## src/rtl/fft_frame_sequencer_pkg.sv

```systemverilog
// Shared types for the FFT frame sequencer.
// State encoding is also read by status/LED decoders.
package fft_frame_sequencer_pkg;

  localparam int STATE_W = 3;

  typedef enum logic [STATE_W-1:0] {
    SEQ_IDLE    = 3'd0,
    SEQ_START   = 3'd1,
    SEQ_RUN     = 3'd2,
    SEQ_PUBLISH = 3'd3,
    SEQ_FAULT   = 3'd4
  } seq_state_e;

endpackage

```

## src/rtl/fft_frame_sequencer_if.sv

```systemverilog
// FFT start/done and display req/ack handshakes.
// master = sequencer, slave = FFT block + readout.
interface fft_frame_sequencer_if;

  logic fft_start_o;
  logic fft_done_i;
  logic disp_req_o;
  logic disp_ack_i;

  modport master (
    output fft_start_o,
    output disp_req_o,
    input  fft_done_i,
    input  disp_ack_i
  );

  modport slave (
    input  fft_start_o,
    input  disp_req_o,
    output fft_done_i,
    output disp_ack_i
  );

endinterface

```

## src/rtl/fft_frame_sequencer_sat_counter.sv

```systemverilog
// Saturating up-counter with clear taking
// priority over increment.
module fft_frame_sequencer_sat_counter #(
  parameter int W = 16
) (
  input  logic         clk,
  input  logic         rst_n,
  input  logic         inc_i,
  input  logic         clr_i,
  output logic [W-1:0] q_o
);

  logic [W-1:0] q_q, q_d;

  always_comb begin
    q_d = q_q;
    if (clr_i)
      q_d = '0;
    else if (inc_i && (q_q != '1))
      q_d = q_q + W'(1);
  end

  always_ff @(posedge clk or negedge rst_n) begin
    if (!rst_n) q_q <= '0;
    else        q_q <= q_d;
  end

  assign q_o = q_q;

endmodule

```

## src/rtl/fft_frame_sequencer.sv

```systemverilog
// Per-frame FFT sequencer: decimation, start,
// watchdog, readout handshake, frame stats.
module fft_frame_sequencer
  import fft_frame_sequencer_pkg::*;
#(
  parameter int FRAME_DECIM    = 1,
  parameter int TIMEOUT_CYCLES = 65536,
  parameter int CNT_W          = 16
) (
  input  logic                clk,
  input  logic                rst_n,
  input  logic                enable_i,
  input  logic                clear_i,
  input  logic                buff_ready_i,
  fft_frame_sequencer_if.master bus,
  output logic [CNT_W-1:0]    frame_cnt_o,
  output logic [CNT_W-1:0]    overrun_cnt_o,
  output logic                timeout_o,
  output logic [STATE_W-1:0]  state_o
);

  localparam int SKIP_W = $clog2(FRAME_DECIM) + 1;
  localparam int WD_W   = $clog2(TIMEOUT_CYCLES) + 1;

  localparam logic [SKIP_W-1:0] SKIP_RLD =
    SKIP_W'(FRAME_DECIM - 1);
  localparam logic [WD_W-1:0] WD_RLD =
    WD_W'(TIMEOUT_CYCLES - 1);

  seq_state_e        state_q, state_d;
  logic [SKIP_W-1:0] skip_q, skip_d;
  logic [WD_W-1:0]   wd_q, wd_d;
  logic              timeout_q, timeout_d;
  logic              rdy_go;
  logic              frame_inc;
  logic              ovr_inc;

  assign rdy_go = buff_ready_i & enable_i;

  always_ff @(posedge clk or negedge rst_n) begin
    if (!rst_n) begin
      state_q   <= SEQ_IDLE;
      skip_q    <= '0;
      wd_q      <= '0;
      timeout_q <= 1'b0;
    end else begin
      state_q   <= state_d;
      skip_q    <= skip_d;
      wd_q      <= wd_d;
      timeout_q <= timeout_d;
    end
  end

  always_comb begin
    state_d   = state_q;
    skip_d    = skip_q;
    wd_d      = wd_q;
    timeout_d = timeout_q;
    case (state_q)
      SEQ_IDLE: begin
        if (rdy_go) begin
          if (skip_q == '0) begin
            state_d = SEQ_START;
            skip_d  = SKIP_RLD;
          end else begin
            skip_d  = skip_q - SKIP_W'(1);
          end
        end
      end
      SEQ_START: begin
        wd_d    = WD_RLD;
        state_d = SEQ_RUN;
      end
      SEQ_RUN: begin
        // done on the last watchdog cycle still publishes
        if (bus.fft_done_i) begin
          state_d = SEQ_PUBLISH;
        end else if (wd_q == '0) begin
          state_d   = SEQ_FAULT;
          timeout_d = 1'b1;
        end else begin
          wd_d = wd_q - WD_W'(1);
        end
      end
      SEQ_PUBLISH: begin
        if (bus.disp_ack_i) state_d = SEQ_IDLE;
      end
      SEQ_FAULT: begin
        if (!enable_i) state_d = SEQ_IDLE;
      end
      default: state_d = SEQ_IDLE;
    endcase
    if (clear_i) timeout_d = 1'b0;
  end

  always_comb begin
    bus.fft_start_o = (state_q == SEQ_START);
    bus.disp_req_o  = (state_q == SEQ_PUBLISH);
    frame_inc = (state_q == SEQ_PUBLISH)
              & bus.disp_ack_i;
    ovr_inc   = rdy_go & (state_q != SEQ_IDLE);
  end

  assign timeout_o = timeout_q;
  assign state_o   = state_q;

  fft_frame_sequencer_sat_counter #(
    .W (CNT_W)
  ) u_frame_cnt (
    .clk   (clk),
    .rst_n (rst_n),
    .inc_i (frame_inc),
    .clr_i (clear_i),
    .q_o   (frame_cnt_o)
  );

  fft_frame_sequencer_sat_counter #(
    .W (CNT_W)
  ) u_overrun_cnt (
    .clk   (clk),
    .rst_n (rst_n),
    .inc_i (ovr_inc),
    .clr_i (clear_i),
    .q_o   (overrun_cnt_o)
  );

endmodule

```

## src/flat_wrapper.sv

```systemverilog
// flat-port wrapper written by rule: the top's interface ports become plain ports
module fft_frame_sequencer_flat import fft_frame_sequencer_pkg::*;
#(
  parameter int FRAME_DECIM    = 1,
  parameter int TIMEOUT_CYCLES = 65536,
  parameter int CNT_W          = 16
)
  (clk, rst_n, enable_i, clear_i, buff_ready_i, frame_cnt_o, overrun_cnt_o, timeout_o, state_o, bus_fft_start_o, bus_disp_req_o, bus_fft_done_i, bus_disp_ack_i);
  fft_frame_sequencer_if bus_i ();
  input  logic clk;
  input  logic rst_n;
  input  logic enable_i;
  input  logic clear_i;
  input  logic buff_ready_i;
  output logic [CNT_W-1:0] frame_cnt_o;
  output logic [CNT_W-1:0] overrun_cnt_o;
  output logic timeout_o;
  output logic [STATE_W-1:0] state_o;
  output wire logic [$bits(bus_i.fft_start_o)-1:0] bus_fft_start_o;
  output wire logic [$bits(bus_i.disp_req_o)-1:0] bus_disp_req_o;
  input wire logic [$bits(bus_i.fft_done_i)-1:0] bus_fft_done_i;
  input wire logic [$bits(bus_i.disp_ack_i)-1:0] bus_disp_ack_i;
  assign bus_fft_start_o = bus_i.fft_start_o;
  assign bus_disp_req_o = bus_i.disp_req_o;
  assign bus_i.fft_done_i = bus_fft_done_i;
  assign bus_i.disp_ack_i = bus_disp_ack_i;
  fft_frame_sequencer #(.FRAME_DECIM(FRAME_DECIM), .TIMEOUT_CYCLES(TIMEOUT_CYCLES), .CNT_W(CNT_W)) u_core (.clk(clk), .rst_n(rst_n), .enable_i(enable_i), .clear_i(clear_i), .buff_ready_i(buff_ready_i), .bus(bus_i), .frame_cnt_o(frame_cnt_o), .overrun_cnt_o(overrun_cnt_o), .timeout_o(timeout_o), .state_o(state_o));
endmodule
```

## config.mk

```make
export PLATFORM = sky130hd
export DESIGN_NAME = fft_frame_sequencer_flat
export DESIGN_NICKNAME = d
export VERILOG_FILES = /design/src/rtl/fft_frame_sequencer_pkg.sv /design/src/rtl/fft_frame_sequencer_if.sv /design/src/rtl/fft_frame_sequencer_sat_counter.sv /design/src/rtl/fft_frame_sequencer.sv /design/src/flat_wrapper.sv
export SDC_FILE = /design/constraint.sdc
export NUM_CORES = 1
export LEC_CHECK = 0
export ABC_AREA = 1
export CORE_ASPECT_RATIO = 0.6
export CORE_MARGIN = 2
export CORE_UTILIZATION = 58
export CTS_BUF_LIST = sky130_fd_sc_hd__clkbuf_4 sky130_fd_sc_hd__clkbuf_8 sky130_fd_sc_hd__clkbuf_16
export DETAILED_ROUTE_END_ITERATION = 16
export DONT_BUFFER_PORTS = 1
export GPL_TIMING_DRIVEN = 0
export PLACE_DENSITY_LB_ADDON = 0.2
export SLEW_MARGIN = 20
export SYNTH_ARGS = -nofsm -noshare
export SYNTH_HDL_FRONTEND = slang
export SYNTH_SLANG_ARGS = --single-unit
```

## constraint.sdc

```tcl
create_clock -name clk -period 1.66 [get_ports clk]
set_clock_uncertainty 0.1 [all_clocks]
set_input_delay 0.498 -clock clk [delete_from_list [all_inputs] [get_ports clk]]
set_output_delay 0.498 -clock clk [all_outputs]
set_load 0.1 [all_outputs]
```

* Yosys cells after proc, flatten, opt, wreduce, memory -nomap -nowiden
Index checks and enable logic that the tools add are counted. Widths: inputs -> output; s select.
Word-level totals: bits in latches 0, bits in read-only memories 0, register bits 54, output and inout port bits 38, bits in writable memories 0, memories kept 0, word-level logic and storage cells 60, input bits 7
Cells by class: bitwise gates (word level) 3, eq/ne operators 14, shift operators 0, magnitude comparators 0, multiplexer cells 19, reduce and logical (&&, ||, !) cells 14, add/subtract/negate cells 4, divide/modulo/power cells 0, multiply operators 0
Operators by type and width (number):
- $mux 16 | 4
- $mux 17 | 2
- $pmux 17 s2 | 1
- $add 16x1->16 const B | 2
- $ne 16x16->1 const B | 2
- $mux 3 | 6
- $logic_not 17->1 | 1
- $sub 17x1->17 const B | 1
- $pmux 3 s5 | 1
- $ne 2x2->1 const B | 5
- $reduce_bool 2->1 | 5
- $eq 3x2->1 const B | 2
- $reduce_and 3->1 | 2
- $mux 1 | 5
- $reduce_and 5->1 | 1
- $ne 2x1->1 const B | 2
- $and 1x1->1 | 3
- $eq 3x1->1 const B | 1
- $eq 3x3->1 const B | 1
- $logic_not 3->1 | 1
- $ne 3x2->1 const B | 1
- $reduce_bool 3->1 | 1
- $logic_and 1x1->1 | 2
- $reduce_and 2->1 | 1
- $sub 1x1->1 const B | 1

* Longest topological paths before layout
Gate-level depths: netlist (run 1).
word-level depth 5, mapped depth 10, mapped depth without buffers 9

* Cells and area by module
Synthesis (run 1) repeated with hierarchy kept, for this count alone.
Unflattened totals: cells, all modules 505, area total of the unflattened synthesis 3540.9 um2
Modules (own cells, without submodules):
- fft_frame_sequencer_sat_counter | area an instance 1037.2 um2, times used 2, cells each 144
- fft_frame_sequencer | area an instance 1466.4 um2, times used 1, cells each 217

* Worst setup path before layout (run 1)
No wires, ideal clock.
path kind reg2reg, from reg u_core.state_q[0], in the netlist u_core.state_o[0], to reg u_core.wd_q[16], arrival time 4.015 ns, period minus slack after synthesis 4.236 ns, path buffers 1, setup slack -2.576 ns, required time 1.440 ns, stages on the path, launching flop included 7, cell sequence dfrtp_1 > inv_1 > nor3_1 > inv_2 > clkbuf_1 > o211ai_1 > inv_1
On the way: word-level cells in the longest chain between the ends 3, elaborated cells on any way between the ends 7
RTL lines:
- start, declared | RTL line fft_frame_sequencer.sv:30 | seq_state_e state_q, state_d;
- start signal, assigned | RTL line fft_frame_sequencer.sv:47 | state_q <= state_d;
- $eq 3x1->1 (*)
- via bus_fft_start_o | RTL line flat_wrapper.sv:19 | output wire logic [$bits(bus_i.fft_start_o)-1:0] bus_fft_start_o;
- $reduce_bool 2->1 (no line)
- $reduce_and 3->1 (no line)
- end signal, assigned | RTL line fft_frame_sequencer.sv:49 | wd_q <= wd_d;
- end, declared | RTL line fft_frame_sequencer.sv:32 | logic [WD_W-1:0] wd_q, wd_d;
Mark *: on every way through the listed nets, which the timed path passes. The rest lies on a longest branch. A chain may end at the register's enable or synchronous reset.

* Worst setup path after layout (run 1)
from reg u_core.state_q[2], in the netlist u_core.state_o[2], to out bus_fft_start_o
On the way: word-level cells in the longest chain between the ends 1
RTL lines:
- $eq 3x1->1 | RTL line fft_frame_sequencer.sv:97 | bus.fft_start_o = (state_q == SEQ_START);
- end, declared | RTL line flat_wrapper.sv:19
Every way passes these cells.

==> flow_summary.ini, run 1 <==
[outcome]
status = complete, but fails checks
violations = hold timing, setup timing

[drt]
wire_per_inst_um = 17.2
drt_wl_total_um = 10600
vias_per_cell = 5.93
top_layer = met4
first_pass_iters = 5
postRouteAntennaNets = 0
drcViolationCount = 0
drt-initial-drc-count = 439
vias = 3646
dr_wl_met2_um = 4800
wl_met1_um = 4310
wl_met3_um = 1220

[cells_and_area]
fin_util = 0.777
final-seq-area_um2 = 1460
layout_common_cells = nand2_1, nor2_1, nand3_1
multiInputGateArea_um2 = 2150
drive_above_1_share = 0.293
layout_commonest_cell = nand2_1
area_delta_synth_final_pct = 26.7
fin_nets = 544
antenna-diode-count = 0
fin_cells = 615
fillerInstances = 396

[synthesis]
synth_compound_area_frac = 0.0363
yosysTopAreaCellShare = 0.381
muxShareOfSynthArea = 0
netlist_instances = 498
syn_area_per_cell_um2 = 6.99
synth_simple_gate_area_frac = 0.479
synth_nets = 508
ys.flop_type = dfrtp_1
ys_ff_latch = 53
synth_cell_types = 35
netlist_area_um2 = 3480
ys_async_sr_fraction = 1.00
ys_seq_area_frac = 0.381
synthXorXnorAreaFrac = 0.0302
synth_edf_count = 0
yosysTopAreaCell = dfrtp_1
synth_area_leaders = dfrtp_1, nand2_1, nand3_1
synth_fa_ha_area_frac = 0.0108
synth_warnings = 0
synth_top_family_by_area = simple AND/OR/NAND/NOR gates

[floorplan]
die_h_um = 64.0
die-width_um = 104
die-area_um2 = 6660
rows = 21
coreArea_um2 = 5680
ios = 45
start_util = 0.613

[global_route]
grtUsageTotal = 0.315
grt_pass1_vias = 3425
grt_overflow = 0
antenna_found_initial = 0
grt_pass1_wl_um = 16600
grt_max_degree = 54

[clock_tree]
cts_tree = built
numCtsBuffers = 5
clockBufferDepth = 2
clk_latency_ns = 0.32
clockRootBuffer = clkbuf_8
clock-sinks = 53
ctsHtreeMaxLevel = 2
path_clk_slew_ns = 0.10

[timing]
relSlewSlack = 0.256
holdWs_ns = -0.238
worst_pin_slew_ns = 1.11
fmax_mhz = 393
setup_ws_ns = -0.887
rsz0062_at_grt = true
drv_slew = 0
finalSetupViolCount = 55
timing.final.crit_share = 1.53
final_hold_viol_count = 53
post-route-min-period_ns = 2.55

[placed_design]
io_buffers = 0
dp_hpwl_um = 6530
place.gp.congestion = 0.926
dp_cells = 578

[pwr]
p_leak_uw = 0.00191
powerDensity_nw_per_um2 = 1310
vdd_drop_max_mv = 1.60

[setup_path]
crit_arrival_ns = 1.95
slowest_delay_ns = 0.96
cp_data_required_time_ns = 1.06
setup.worst_path.start_class = register
critPathSlowestCell = nor3_4
path_buf_inv = 0
path_cells = nor3_4
criticalPathCategory = reg -> out
critPathTopFamily = simple AND/OR/NAND/NOR gates
critPathMaxFanout = 6
cp-end-kind = primary output

[flow_run]
maxCapViolations = 0

[min_path]
hp-class = in -> async
-- where the power goes --
group,switching (µW),internal [µW]
Sequential,689,1580
Clock,465,470
Combinational,1560,1020
Total,2710,3060
-- stage by stage --
stage,area [µm²],worst slack (ns),TNS [ns],total power [µW],hold slack (ns)
after global routing,4410,-0.913,-29.57,6060,-0.249
after detailed placement,3760,-0.842,-27.49,4140,0.104
after floorplan,3660,-0.659,-17.15,3720,0.102
final,4410,-0.887,-25.63,5770,-0.238
after global placement,3760,-0.814,-25.68,4050,0.104
after CTS,4230,-0.867,-26.92,5250,-0.243
-- layout make-up --
cell class,count,share of cell area
Tap cell,80,0.0227
Timing Repair Buffer,29,0.0761
Clock buffer,6,0.0173
Buffer,11,0.0244
Sequential cell,53,0.330
Multi-Input combinational cell,398,0.487
Inverter,36,0.0335
Clock inverter,2,0.00880
-- kinds of logic after synthesis --
group,count (synthesis)
AO/OA/AOI/OAI,19
adder cells (fa/ha/maj),3
buffers and inverters,47
AND/OR/NAND/NOR,364
XOR/XNOR,12
flip-flops,53
-- synthesized netlist by cell type (2+ instances only) --
master and instances:
inv_1 31, ha_1 3, nor2_4 5, o21bai_1 9, xor2_1 11, nand3b_1 9, dfrtp_1 53, buf_2 2
nand2_2 11, nor2_2 3, buf_6 2, nand4_1 28, buf_4 2, nand3_1 49, or2_2 3, nand2_1 185
nand3_2 2, nor2_1 63, clkbuf_1 2, nand2_4 2, buf_1 2, inv_2 3, o21ai_0 6
-- worst paths after layout --
check	from	end	slack (ns)	cells after the start
worst max-delay path	u_core.state_o[2]$_DFFE_PN0P_	bus_fft_start_o	-0.89	1
worst min-delay path	rst_n	u_core.state_o[1]$_DFFE_PN0P_	-0.24	0
worst max register to register	u_core.state_o[2]$_DFFE_PN0P_	u_core.wd_q[7]$_DFFE_PN0P_	-0.75	6
worst min register to register	u_core.wd_q[16]$_DFFE_PN0P_	u_core.wd_q[16]$_DFFE_PN0P_	0.43	2
max in group asynchronous	rst_n	u_core.u_frame_cnt.q_o[14]$_DFFE_PN0P_	1.58	0
min in group clk	enable_i	u_core.state_o[2]$_DFFE_PN0P_	0.28	2
-- flip-flops by register name, summed over array words and instances (netlist names) --
| signal | cells |
|---|---|
| u_core.state_o | 3 |
| u_core.timeout_o | 1 |
| u_core.u_frame_cnt.q_o | 16 |
| u_core.u_overrun_cnt.q_o | 16 |
| u_core.wd_q | 17 |
-- repair_timing --
item | in CTS | in global routing
endpoints found under the setup margin | 66 | 57
hold endpoints to repair | 53 | 53
pin swaps | 25 | 17
resized for setup | 43 | 41
buffers inserted | 27 | 8
gates cloned | 3 | 1
-- layer usage --
metal  vias up  track usage
met5         -            0
met4         0        0.110
met3        41       0.0939
met2       226        0.496
met1      1700        0.420
li1       1679            -
(Power assumes the default switching activity.)
==> inputs of run 2 (changes only) <==
- ABC_CLOCK_PERIOD_IN_PS: unset -> 1660
- CTS_CLUSTER_SIZE: unset -> 25
- RECOVER_POWER: unset -> 50
==> results of run 2 <==
Final layout, timing and power as in run 1 (identical DEF).
==> inputs of run 3 (changes only) <==
- MAX_ROUTING_LAYER: unset -> met4
==> run 3 against run 2 <==
  * The run still ends with hold timing, setup timing left
  * Wire length is 0.45% higher
  * Final cell count did not move
  * Non-clock buffer count stayed put
  * Global-route usage is 0.92 points higher
  * Critical endpoint unchanged
==> flow_summary.ini, run 3 (synthesis results as in run 1) <==
[global_route]
grt_pass1_vias = 3421
grt_max_degree = 54
antenna_found_initial = 0
grt_pass1_wl_um = 16600
grt_overflow = 0
grtUsageTotal = 0.325

[timing]
timing.final.crit_share = 1.54
finalSetupViolCount = 55
holdWs_ns = -0.241
final_hold_viol_count = 53
rsz0062_at_grt = true
post-route-min-period_ns = 2.55
drv_slew = 0
tns_ns = -25.79
relSlewSlack = 0.256
worst_pin_slew_ns = 1.11
fmax_mhz = 392
setup_ws_ns = -0.891

[setup_path]
critPathMaxFanout = 6
criticalPathCategory = reg -> out
crit_arrival_ns = 1.95
cp_data_required_time_ns = 1.06
setup.worst_path.start_class = register
path_cells = nor3_4
critPathSlowestCell = nor3_4
worst-r2r-cell-count = 6
cp-end-kind = primary output
critPathTopFamily = simple AND/OR/NAND/NOR gates
slowest_delay_ns = 0.96
reg2reg_slack_ns = -0.76
r2r_end = u_core.wd_q[7]$_DFFE_PN0P_
path_buf_inv = 0
reg2reg_from = u_core.state_o[2]$_DFFE_PN0P_

[floorplan]
coreArea_um2 = 5680
start_util = 0.613
die-area_um2 = 6660
die-width_um = 104
rows = 21
ios = 45
die_h_um = 64.0

[drt]
postRouteAntennaNets = 0
wire_per_inst_um = 17.3
drt_wl_total_um = 10600
vias_per_cell = 6.00
first_pass_iters = 6
drcViolationCount = 0
drt-initial-drc-count = 351
vias = 3691

[cells_and_area]
fin_cells = 615
layout_commonest_cell = nand2_1
area_delta_synth_final_pct = 26.7
fillerInstances = 396
antenna-diode-count = 0
finalInstanceArea_um2 = 4410
layout_common_cells = nand2_1, nor2_1, nand3_1
multiInputGateArea_um2 = 2150
regMostFlops = u_core.wd_q
final-seq-area_um2 = 1460
fin_nets = 544
largest_register_ffs = 17
drive_above_1_share = 0.293

[placed_design]
io_buffers = 0
dp_hpwl_um = 6530
dp_cells = 578
place_area_um2 = 3760
place.gp.congestion = 0.942

[pwr]
powerDensity_nw_per_um2 = 1310
vdd_drop_max_mv = 1.60
p_leak_uw = 0.00191

[clock_tree]
clockRootBuffer = clkbuf_8
numCtsBuffers = 5
path_clk_slew_ns = 0.10
clk_latency_ns = 0.32
clockBufferDepth = 2
cts_tree = built
clock-sinks = 53
ctsHtreeMaxLevel = 2

[outcome]
status = complete, but fails checks
violations = hold timing, setup timing

[min_path]
hp-class = in -> async

[flow_run]
maxCapViolations = 0
run 3: cell counts in the layout (fill, tap and decap cells not counted):
Identical to the previous run, type by type.
run 3: layer usage:
| metal | wire length, µm | GRT usage | vias to the layer above |
|---|---|---|---|
| met4 | 207 | 0.110 | 0 |
| met1 | 4370 | 0.421 | 1762 |
| met2 | 4870 | 0.496 | 217 |
| li1 | - | - | 1681 |
| met3 | 1180 | 0.0918 | 31 |
| met5 | 0 | - | - |
run 3: worst max-delay path by stage:
| stage | startpoint | endpoint | slack (ns) | depth (start not counted) |
|---|---|---|---|---|
| 2_1_floorplan | u_core.state_o[2]$_DFFE_PN0P_ | u_core.wd_q[16]$_DFFE_PN0P_ | -0.66 | 5 |
| 3_3_place_gp | u_core.state_o[2]$_DFFE_PN0P_ | u_core.wd_q[2]$_DFFE_PN0P_ | -0.81 | 6 |
| 3_5_place_dp | u_core.state_o[2]$_DFFE_PN0P_ | u_core.wd_q[1]$_DFFE_PN0P_ | -0.84 | 6 |
| 4_1_cts | u_core.state_o[2]$_DFFE_PN0P_ | u_core.wd_q[2]$_DFFE_PN0P_ | -0.87 | 6 |
| 5_1_grt | u_core.state_o[2]$_DFFE_PN0P_ | bus_fft_start_o | -0.91 | 1 |
| 6_report | u_core.state_o[2]$_DFFE_PN0P_ | bus_fft_start_o | -0.89 | 1 |
run 3: final cells by class:
type,instances,share of cell area
multi-input combinational,398,0.487
sequential,53,0.330
timing repair buffer,29,0.0761
inverter,36,0.0335
buffer,11,0.0244
tap,80,0.0227
clock buffer,6,0.0173
clock inverter,2,0.00880
run 3: power by group:
| part | total, µW | switching (µW) | leakage (µW) | internal (µW) |
|---|---|---|---|---|
| Clock | 941 | 470 | 0.0000588 | 471 |
| Combinational | 2580 | 1560 | 0.00122 | 1020 |
| Sequential | 2270 | 691 | 0.000628 | 1580 |
| Total | 5780 | 2720 | 0.00191 | 3060 |
run 3: worst register-to-register path, cell delays in order, from the launching register on:
cell and delay [ns]:
dfrtp_4 0.66, nor3_4 0.97, inv_4 0.20, nand2_8 0.16, clkbuf_16 0.16, nand2_2 0.05
nand2_1 0.06
run 3: timing repair:
| action | CTS | global route |
|---|---|---|
| setup buffers | 27 | 8 |
| pin swaps | 25 | 17 |
| hold endpoints to repair | 53 | 53 |
| gates resized for setup | 43 | 41 |
| endpoints found under the setup margin | 66 | 57 |
| gates cloned | 3 | 1 |
run 3: metrics by stage:
step,utilization,worst slack [ns],power [µW]
5_1_grt,0.777,-0.913,6060
3_5_place_dp,0.662,-0.842,4140
3_3_place_gp,0.662,-0.814,4050
2_1_floorplan,-,-0.659,3720
4_1_cts,0.746,-0.867,5250
6_report,0.777,-0.891,5780
